**config.mk**
```make
export PLATFORM = sky130hd
export DESIGN_NAME = gfx_bus_master
export DESIGN_NICKNAME = d
export VERILOG_FILES = /design/src/rtl/gfx_bus_pkg.sv /design/src/rtl/gfx_rr_arb.sv /design/src/rtl/gfx_bus_master.sv
export SDC_FILE = /design/constraint.sdc
export NUM_CORES = 1
export LEC_CHECK = 0
export CAP_MARGIN = 20
export CELL_PAD_IN_SITES_DETAIL_PLACEMENT = 1
export CELL_PAD_IN_SITES_GLOBAL_PLACEMENT = 1
export CORE_AREA = 2 2 236 238
export CTS_BUF_LIST = sky130_fd_sc_hd__clkbuf_4 sky130_fd_sc_hd__clkbuf_8
export CTS_CLUSTER_DIAMETER = 80
export CTS_CLUSTER_SIZE = 8
export DETAILED_ROUTE_END_ITERATION = 8
export DIE_AREA = 0 0 238 240
export GPL_ROUTABILITY_DRIVEN = 1
export MAX_ROUTING_LAYER = met4
export PLACE_DENSITY_LB_ADDON = 0.05
export SLEW_MARGIN = 20
export SYNTH_ARGS = -nofsm -noshare
export SYNTH_HDL_FRONTEND = slang
export SYNTH_HIERARCHICAL = 1
export SYNTH_SLANG_ARGS = --single-unit
```
**constraint.sdc**
```tcl
create_clock -name clk -period 9.9 [get_ports clk]
set_clock_uncertainty 0.15 [all_clocks]
set_input_delay 0.99 -clock clk [delete_from_list [all_inputs] [get_ports clk]]
set_output_delay 0.99 -clock clk [all_outputs]
set_load 0.02 [all_outputs]
```
**src/rtl/gfx_bus_pkg.sv**
```systemverilog
// Shared definitions for the graphics bus master: FSM encoding, transfer width codes
// and default bus geometry.
package gfx_bus_pkg;

  typedef enum logic [1:0] {
    StIdle,
    StReq,
    StCyc,
    StRel
  } state_e;

  // Transfer width codes, passed to the bus unchanged.
  localparam logic [3:0] WidthByte  = 4'd0;
  localparam logic [3:0] WidthHalf  = 4'd1;
  localparam logic [3:0] WidthWord  = 4'd2;
  localparam logic [3:0] WidthDword = 4'd3;

  localparam int unsigned DefAw = 24;
  localparam int unsigned DefDw = 64;
  localparam int unsigned DefWw = 4;

endpackage

```
**src/rtl/gfx_rr_arb.sv**
```systemverilog
// Combinational NCH-way round-robin picker: searches upward from ptr (wrapping) for the
// first request not blocked by mask.
module gfx_rr_arb #(
  parameter int unsigned NCH = 4,
  parameter int unsigned IW  = (NCH > 1) ? $clog2(NCH) : 1
) (
  input  logic [NCH-1:0] req,
  input  logic [IW-1:0]  ptr,
  input  logic [NCH-1:0] mask,
  output logic [NCH-1:0] gnt_oh,
  output logic [IW-1:0]  gnt_idx,
  output logic           gnt_valid
);

  logic [NCH-1:0] elig;
  assign elig = req & ~mask;

  // First eligible requester at or after the pointer.
  always_comb begin
    logic [IW-1:0] j;
    gnt_oh    = '0;
    gnt_idx   = '0;
    gnt_valid = 1'b0;
    j         = '0;
    for (int k = 0; k < int'(NCH); k++) begin
      j = IW'((int'(ptr) + k) % int'(NCH));
      if (!gnt_valid && elig[j]) begin
        gnt_valid  = 1'b1;
        gnt_oh[j]  = 1'b1;
        gnt_idx    = j;
      end
    end
  end

endmodule

```
**src/rtl/gfx_bus_master.sv**
```systemverilog
// Bus-master front end for the graphics unit: arbitrates internal channels, owns the
// system bus through breq/back and runs memory cycles on the split tristate bus.
// Optional feature macro: GFX_BUS_LOCK_EN adds ch_lock; a locked channel keeps the bus
// regardless of the burst limit and drives lock.
module gfx_bus_master
  import gfx_bus_pkg::*;
#(
  parameter int unsigned NCH       = 4,
  parameter int unsigned AW        = DefAw,
  parameter int unsigned DW        = DefDw,
  parameter int unsigned WW        = DefWw,
  parameter int unsigned MAX_BURST = 4
) (
  input  logic              clk,
  input  logic              reset_n,
  input  logic [NCH-1:0]    ch_req,
  input  logic [NCH-1:0]    ch_read,
  input  logic [NCH*AW-1:0] ch_addr,
  input  logic [NCH*WW-1:0] ch_width,
  input  logic [NCH*DW-1:0] ch_wdata,
`ifdef GFX_BUS_LOCK_EN
  input  logic [NCH-1:0]    ch_lock,
`endif
  output logic [NCH-1:0]    ch_done,
  output logic [DW-1:0]     rdata,
  output logic              breq,
  input  logic              back,
  input  logic              ack,
  input  logic [DW-1:0]     data_in,
  output logic [AW-1:0]     a_out,
  output logic              a_oe,
  output logic [WW-1:0]     width_out,
  output logic              width_oe,
  output logic              read_out,
  output logic              read_oe,
  output logic              mreq_out,
  output logic              mreq_oe,
  output logic [DW-1:0]     wdata_out,
  output logic              wdata_oe,
  output logic              lock
);

  localparam int unsigned IW = (NCH > 1) ? $clog2(NCH) : 1;

  state_e         state_q;
  logic           gap_q;      // done cycle between bus cycles, mreq low
  logic [IW-1:0]  sel_q;
  logic [IW-1:0]  ptr_q;
  logic [NCH-1:0] mask_q;     // just-completed channel, blocked for one pick
  logic [3:0]     cnt_q;
  logic           bus_oe_q;
  logic           lock_q;

  logic [NCH-1:0] pick_oh;
  logic [IW-1:0]  pick_idx;
  logic           pick_valid;
  logic           hold_lock;
  logic           pick_lock;
  logic           burst_ok;
  logic           start_cyc;
  logic           go_rel;

  gfx_rr_arb #(
    .NCH (NCH),
    .IW  (IW)
  ) u_arb (
    .req       (ch_req),
    .ptr       (ptr_q),
    .mask      (mask_q),
    .gnt_oh    (pick_oh),
    .gnt_idx   (pick_idx),
    .gnt_valid (pick_valid)
  );

`ifdef GFX_BUS_LOCK_EN
  assign hold_lock = ch_lock[sel_q];
  assign pick_lock = ch_lock[pick_idx];
`else
  assign hold_lock = 1'b0;
  assign pick_lock = 1'b0;
`endif

  assign a_oe     = bus_oe_q;
  assign width_oe = bus_oe_q;
  assign read_oe  = bus_oe_q;
  assign mreq_oe  = bus_oe_q;
  assign lock     = lock_q;

  // Decide whether to start a bus cycle or give the bus back this cycle.
  always_comb begin
    burst_ok  = (cnt_q < 4'(MAX_BURST)) || hold_lock;
    start_cyc = 1'b0;
    go_rel    = 1'b0;
    unique case (state_q)
      StReq: begin
        start_cyc = back && pick_valid;
        go_rel    = !pick_valid;  // every request withdrawn before selection
      end
      StCyc: begin
        if (gap_q) begin
          start_cyc = back && pick_valid && burst_ok;
          // A locked channel keeps ownership even with nothing pending yet.
          go_rel    = !start_cyc && !(hold_lock && back);
        end
      end
      default: ;
    endcase
  end

  // Bus-master FSM with registered bus outputs.
  always_ff @(posedge clk or negedge reset_n) begin
    if (!reset_n) begin
      state_q   <= StIdle;
      gap_q     <= 1'b0;
      sel_q     <= '0;
      ptr_q     <= '0;
      mask_q    <= '0;
      cnt_q     <= '0;
      bus_oe_q  <= 1'b0;
      lock_q    <= 1'b0;
      ch_done   <= '0;
      rdata     <= '0;
      breq      <= 1'b0;
      a_out     <= '0;
      width_out <= '0;
      read_out  <= 1'b0;
      mreq_out  <= 1'b0;
      wdata_out <= '0;
      wdata_oe  <= 1'b0;
    end else begin
      ch_done <= '0;
      mask_q  <= '0;
      unique case (state_q)
        StIdle: begin
          if (|ch_req) begin
            state_q <= StReq;
            breq    <= 1'b1;
          end
        end
        StReq: begin
          if (start_cyc) state_q <= StCyc;
          else if (go_rel) state_q <= StRel;
        end
        StCyc: begin
          if (!gap_q && ack) begin
            ch_done[sel_q] <= 1'b1;
            mask_q[sel_q]  <= 1'b1;
            if (read_out) rdata <= data_in;
            ptr_q    <= (sel_q == IW'(NCH - 1)) ? '0 : sel_q + 1'b1;
            if (cnt_q != 4'hF) cnt_q <= cnt_q + 4'd1;
            mreq_out <= 1'b0;
            gap_q    <= 1'b1;
          end else if (go_rel) begin
            state_q <= StRel;
          end
        end
        StRel: begin
          state_q <= StIdle;
          cnt_q   <= '0;
        end
        default: state_q <= StIdle;
      endcase

      if (start_cyc) begin
        gap_q     <= 1'b0;
        sel_q     <= pick_idx;
        bus_oe_q  <= 1'b1;
        mreq_out  <= 1'b1;
        a_out     <= ch_addr[int'(pick_idx)*AW +: AW];
        width_out <= ch_width[int'(pick_idx)*WW +: WW];
        read_out  <= ch_read[pick_idx];
        wdata_out <= ch_wdata[int'(pick_idx)*DW +: DW];
        wdata_oe  <= !ch_read[pick_idx];
        lock_q    <= pick_lock;
      end

      if (go_rel) begin
        gap_q     <= 1'b0;
        breq      <= 1'b0;
        bus_oe_q  <= 1'b0;
        mreq_out  <= 1'b0;
        wdata_oe  <= 1'b0;
        lock_q    <= 1'b0;
        a_out     <= '0;
        width_out <= '0;
        read_out  <= 1'b0;
        wdata_out <= '0;
      end
    end
  end

endmodule

```
==> load_flow_metrics.sql <==
INSERT INTO impl_metrics (metric_group, metric, value, unit) VALUES
('run_status', 'run_status', 'finished, final reports clean', ''),
('clock_network', 'cts_sinks', '176', ''),
('pwr', 'cell_internal_pwr', '2.949', 'mW'),
('critical_path', 'reg2reg_setup_slack', '5.07', 'ns'),
('pwr', 'maximum_vdd_drop', '0.2279', 'mV'),
('timing', 'finalSetupViolations', '0', ''),
('critical_path', 'timing.reg2reg.worst_path_depth', '10', ''),
('critical_path', 'critical_path_origin', 'ptr_q[0]$_DFFE_PN0P_', ''),
('drt', 'firstDrtPassIters', '4', ''),
('synthesis', 'ys.warnings.count', '6', ''),
('floorplan', 'start_util', '0.1702', ''),
('pwr', 'total_power', '5.056', 'mW'),
('timing', 'finalHoldViolCount', '0', ''),
('placement', 'hpwl', '38430', 'um'),
('final_layout', 'mostFrequentLayoutCell', 'sky130_fd_sc_hd__clkdlybuf4s50_1', ''),
('critical_path', 'crit_end', 'wdata_out[2]$_DFFE_PN0N_', ''),
('synthesis', 'synthesis.area', '0.009301', 'sq mm'),
('critical_path', 'critical_path.slowest_cell', 'sky130_fd_sc_hd__buf_4', ''),
('floorplan', 'fp-row-count', '86', ''),
('drt', 'vias', '8093', ''),
('timing', 'maxClockFrequency', '0.2070', 'GHz'),
('final_layout', 'fin_nets', '1649', ''),
('grt', 'globalRoute.busiestLayer', 'met2', ''),
('floorplan', 'floorplan.die_area', '0.05712', 'sq mm'),
('clock_network', 'cts_setup_buffers', '0', ''),
('critical_path', 'crit_chain', 'inv_1 > ha_1 > mux4_2 > nor2_2 > o221ai_1 > o21ai_4 > buf_4 > buf_4 > mux4_2 > a22o_1', ''),
('floorplan', 'floorplan.core_area', '0.05466', 'sq mm'),
('clock_network', 'htree_levels', '4', ''),
('clock_network', 'clock_insertion_delay_worst_skew', '0.56', 'ns'),
('placement', 'finalWeightedCongestion', '0.7504', ''),
('drt', 'viasPerCell', '4.198', ''),
('final_layout', 'final_cell_mix', 'sky130_fd_sc_hd__clkdlybuf4s50_1, sky130_fd_sc_hd__dfrtp_1, sky130_fd_sc_hd__mux4_2', ''),
('critical_path', 'r2r-end', 'wdata_out[2]$_DFFE_PN0N_', ''),
('timing', 'worst_slew_margin_rel', '0.3140', ''),
('pwr', 'leakagePower', '6.489', 'nW'),
('clock_network', 'clock_tree_from_tritoncts', 'built', ''),
('critical_path', 'timing.critical_path.fanout_max', '44', ''),
('placement', 'place.port_buffers', '611', ''),
('floorplan', 'fp.dieW', '238', 'um'),
('floorplan', 'die_y', '240', 'um'),
('clock_network', 'cts_root_buf', 'sky130_fd_sc_hd__clkbuf_8', ''),
('grt', 'grt_util_met2', '0.2919', ''),
('grt', 'antenna_found_initial', '16', ''),
('clock_network', 'clockBufferDepth', '2', ''),
('grt', 'grtUsageTotal', '0.1741', ''),
('drt', 'route.detailed.wl_per_inst', '25.29', 'um'),
('pwr', 'power_switching_share', '0.4168', ''),
('floorplan', 'ioPinCount', '613', ''),
('synthesis', 'synth_nets', '1064', ''),
('timing', 'rsz0062_at_grt', 'no', ''),
('flow_run', 'maxCapViolCount', '0', ''),
('clock_network', 'cts_buffers', '17', ''),
('grt', 'number_of_global_route_vias_before_repair', '9111', ''),
('pwr', 'net-switching-power', '2.108', 'mW'),
('final_layout', 'utilization', '0.3014', ''),
('critical_path', 'crit_buf_inv', '3', ''),
('drt', 'wirelength', '48760', 'um'),
('critical_path', 'critPathLaunchType', 'register', ''),
('grt', 'global_routing_usage_on_met3', '0.07233', ''),
('final_layout', 'drive_gt1_frac', '0.1823', ''),
('pwr', 'power_density', '306.9', 'mW/mm^2'),
('clock_network', 'ctsResizeCount', '0', ''),
('grt', 'wire_length_of_the_first_global_routing_pass', '67540', 'um'),
('clock_network', 'number_of_buffers_added_to_fix_hold_violations_after_cts', '0', ''),
('timing', 'slew_viol_final', '0', ''),
('grt', 'globalRouteMet1Util', '0.1837', ''),
('critical_path', 'cp_top_family', 'buffers and inverters', ''),
('timing', 'final.setup.tns', '0', 'ns'),
('critical_path', 'critical-path-max-stage-delay', '0.81', 'ns'),
('hold_path', 'hold_path.class', 'input pin to asynchronous set/reset pin', ''),
('drt', 'ant_nets', '0', '');
==> layout make-up <==
cell class	count	area [sq um]
Antenna cell	17	42.54
Clock buffer	17	234.0
Clock inverter	15	152.6
Fill cell	5918	38190
Inverter	8	30.03
Multi-Input combinational cell	369	4527
Sequential cell	176	4404
Tap cell	704	880.8
Timing Repair Buffer	622	6202
==> metrics by stage <==
step | hold slack [ns] | std cells | instance area (sq um) | setup WS (ns)
global placement | 0.3171 | 1879 | 16040 | 4.674
floorplan | 0.2938 | 609 | 9301 | 6.274
finish | 0.2308 | 1928 | 16470 | 5.070
global route | 0.2159 | 1927 | 16470 | 4.633
detailed placement | 0.3180 | 1879 | 16040 | 4.703
CTS | 0.1957 | 1911 | 16430 | 4.881
==> state kept, by name, summed over array words and instances (netlist names) <==
register,flops
a_oe,1
wdata_oe,1
width_out,4
cnt_q,4
ptr_q,2
sel_q,2
state_q,2
read_out,1
a_out,24
gap_q,1
wdata_out,64
breq,1
mask_q,4
rdata,64
mreq_out,1
==> layer usage <==
layer	routed length, um	part of all wire	vias to the layer above
met1	18360	0.38	4103
met2	25080	0.51	346
met5	0	0	-
met4	998	0.020	0
li1	-	-	3606
met3	4329	0.089	38
==> power by group through the flow <==
stage	Combinational [mW]	Sequential (mW)	Clock [mW]
CTS	3.38	1.21	0.588
global route	3.53	1.26	0.613
finish	3.30	1.21	0.547
floorplan	1.78	1.54	0
global placement	3.38	1.22	0
detailed placement	3.38	1.22	0
==> worst reg2reg max path, cell delays in order (launching register included) <==
cell and delay, ns:
sky130_fd_sc_hd__dfrtp_1 0.67, sky130_fd_sc_hd__inv_1 0.22, sky130_fd_sc_hd__ha_1 0.49, sky130_fd_sc_hd__mux4_2 0.57, sky130_fd_sc_hd__nor2_2 0.11, sky130_fd_sc_hd__o221ai_1 0.17, sky130_fd_sc_hd__o21ai_4 0.17, sky130_fd_sc_hd__buf_4 0.49
sky130_fd_sc_hd__buf_4 0.82, sky130_fd_sc_hd__mux4_2 0.67, sky130_fd_sc_hd__a22o_1 0.19
==> worst min-delay path by stage <==
stage	from	endpoint	cells past startpoint
6_report	reset_n	rdata[12]$_DFFE_PN0P_	1
5_1_grt	reset_n	rdata[7]$_DFFE_PN0P_	1
4_1_cts	reset_n	rdata[42]$_DFFE_PN0P_	1
3_5_place_dp	wdata_oe$_DFFE_PN0N_	wdata_oe$_DFFE_PN0N_	1
3_3_place_gp	wdata_oe$_DFFE_PN0N_	wdata_oe$_DFFE_PN0N_	1
2_1_floorplan	ptr_q[1]$_DFFE_PN0P_	ptr_q[1]$_DFFE_PN0P_	2
Power figures use the tool's default switching activity.
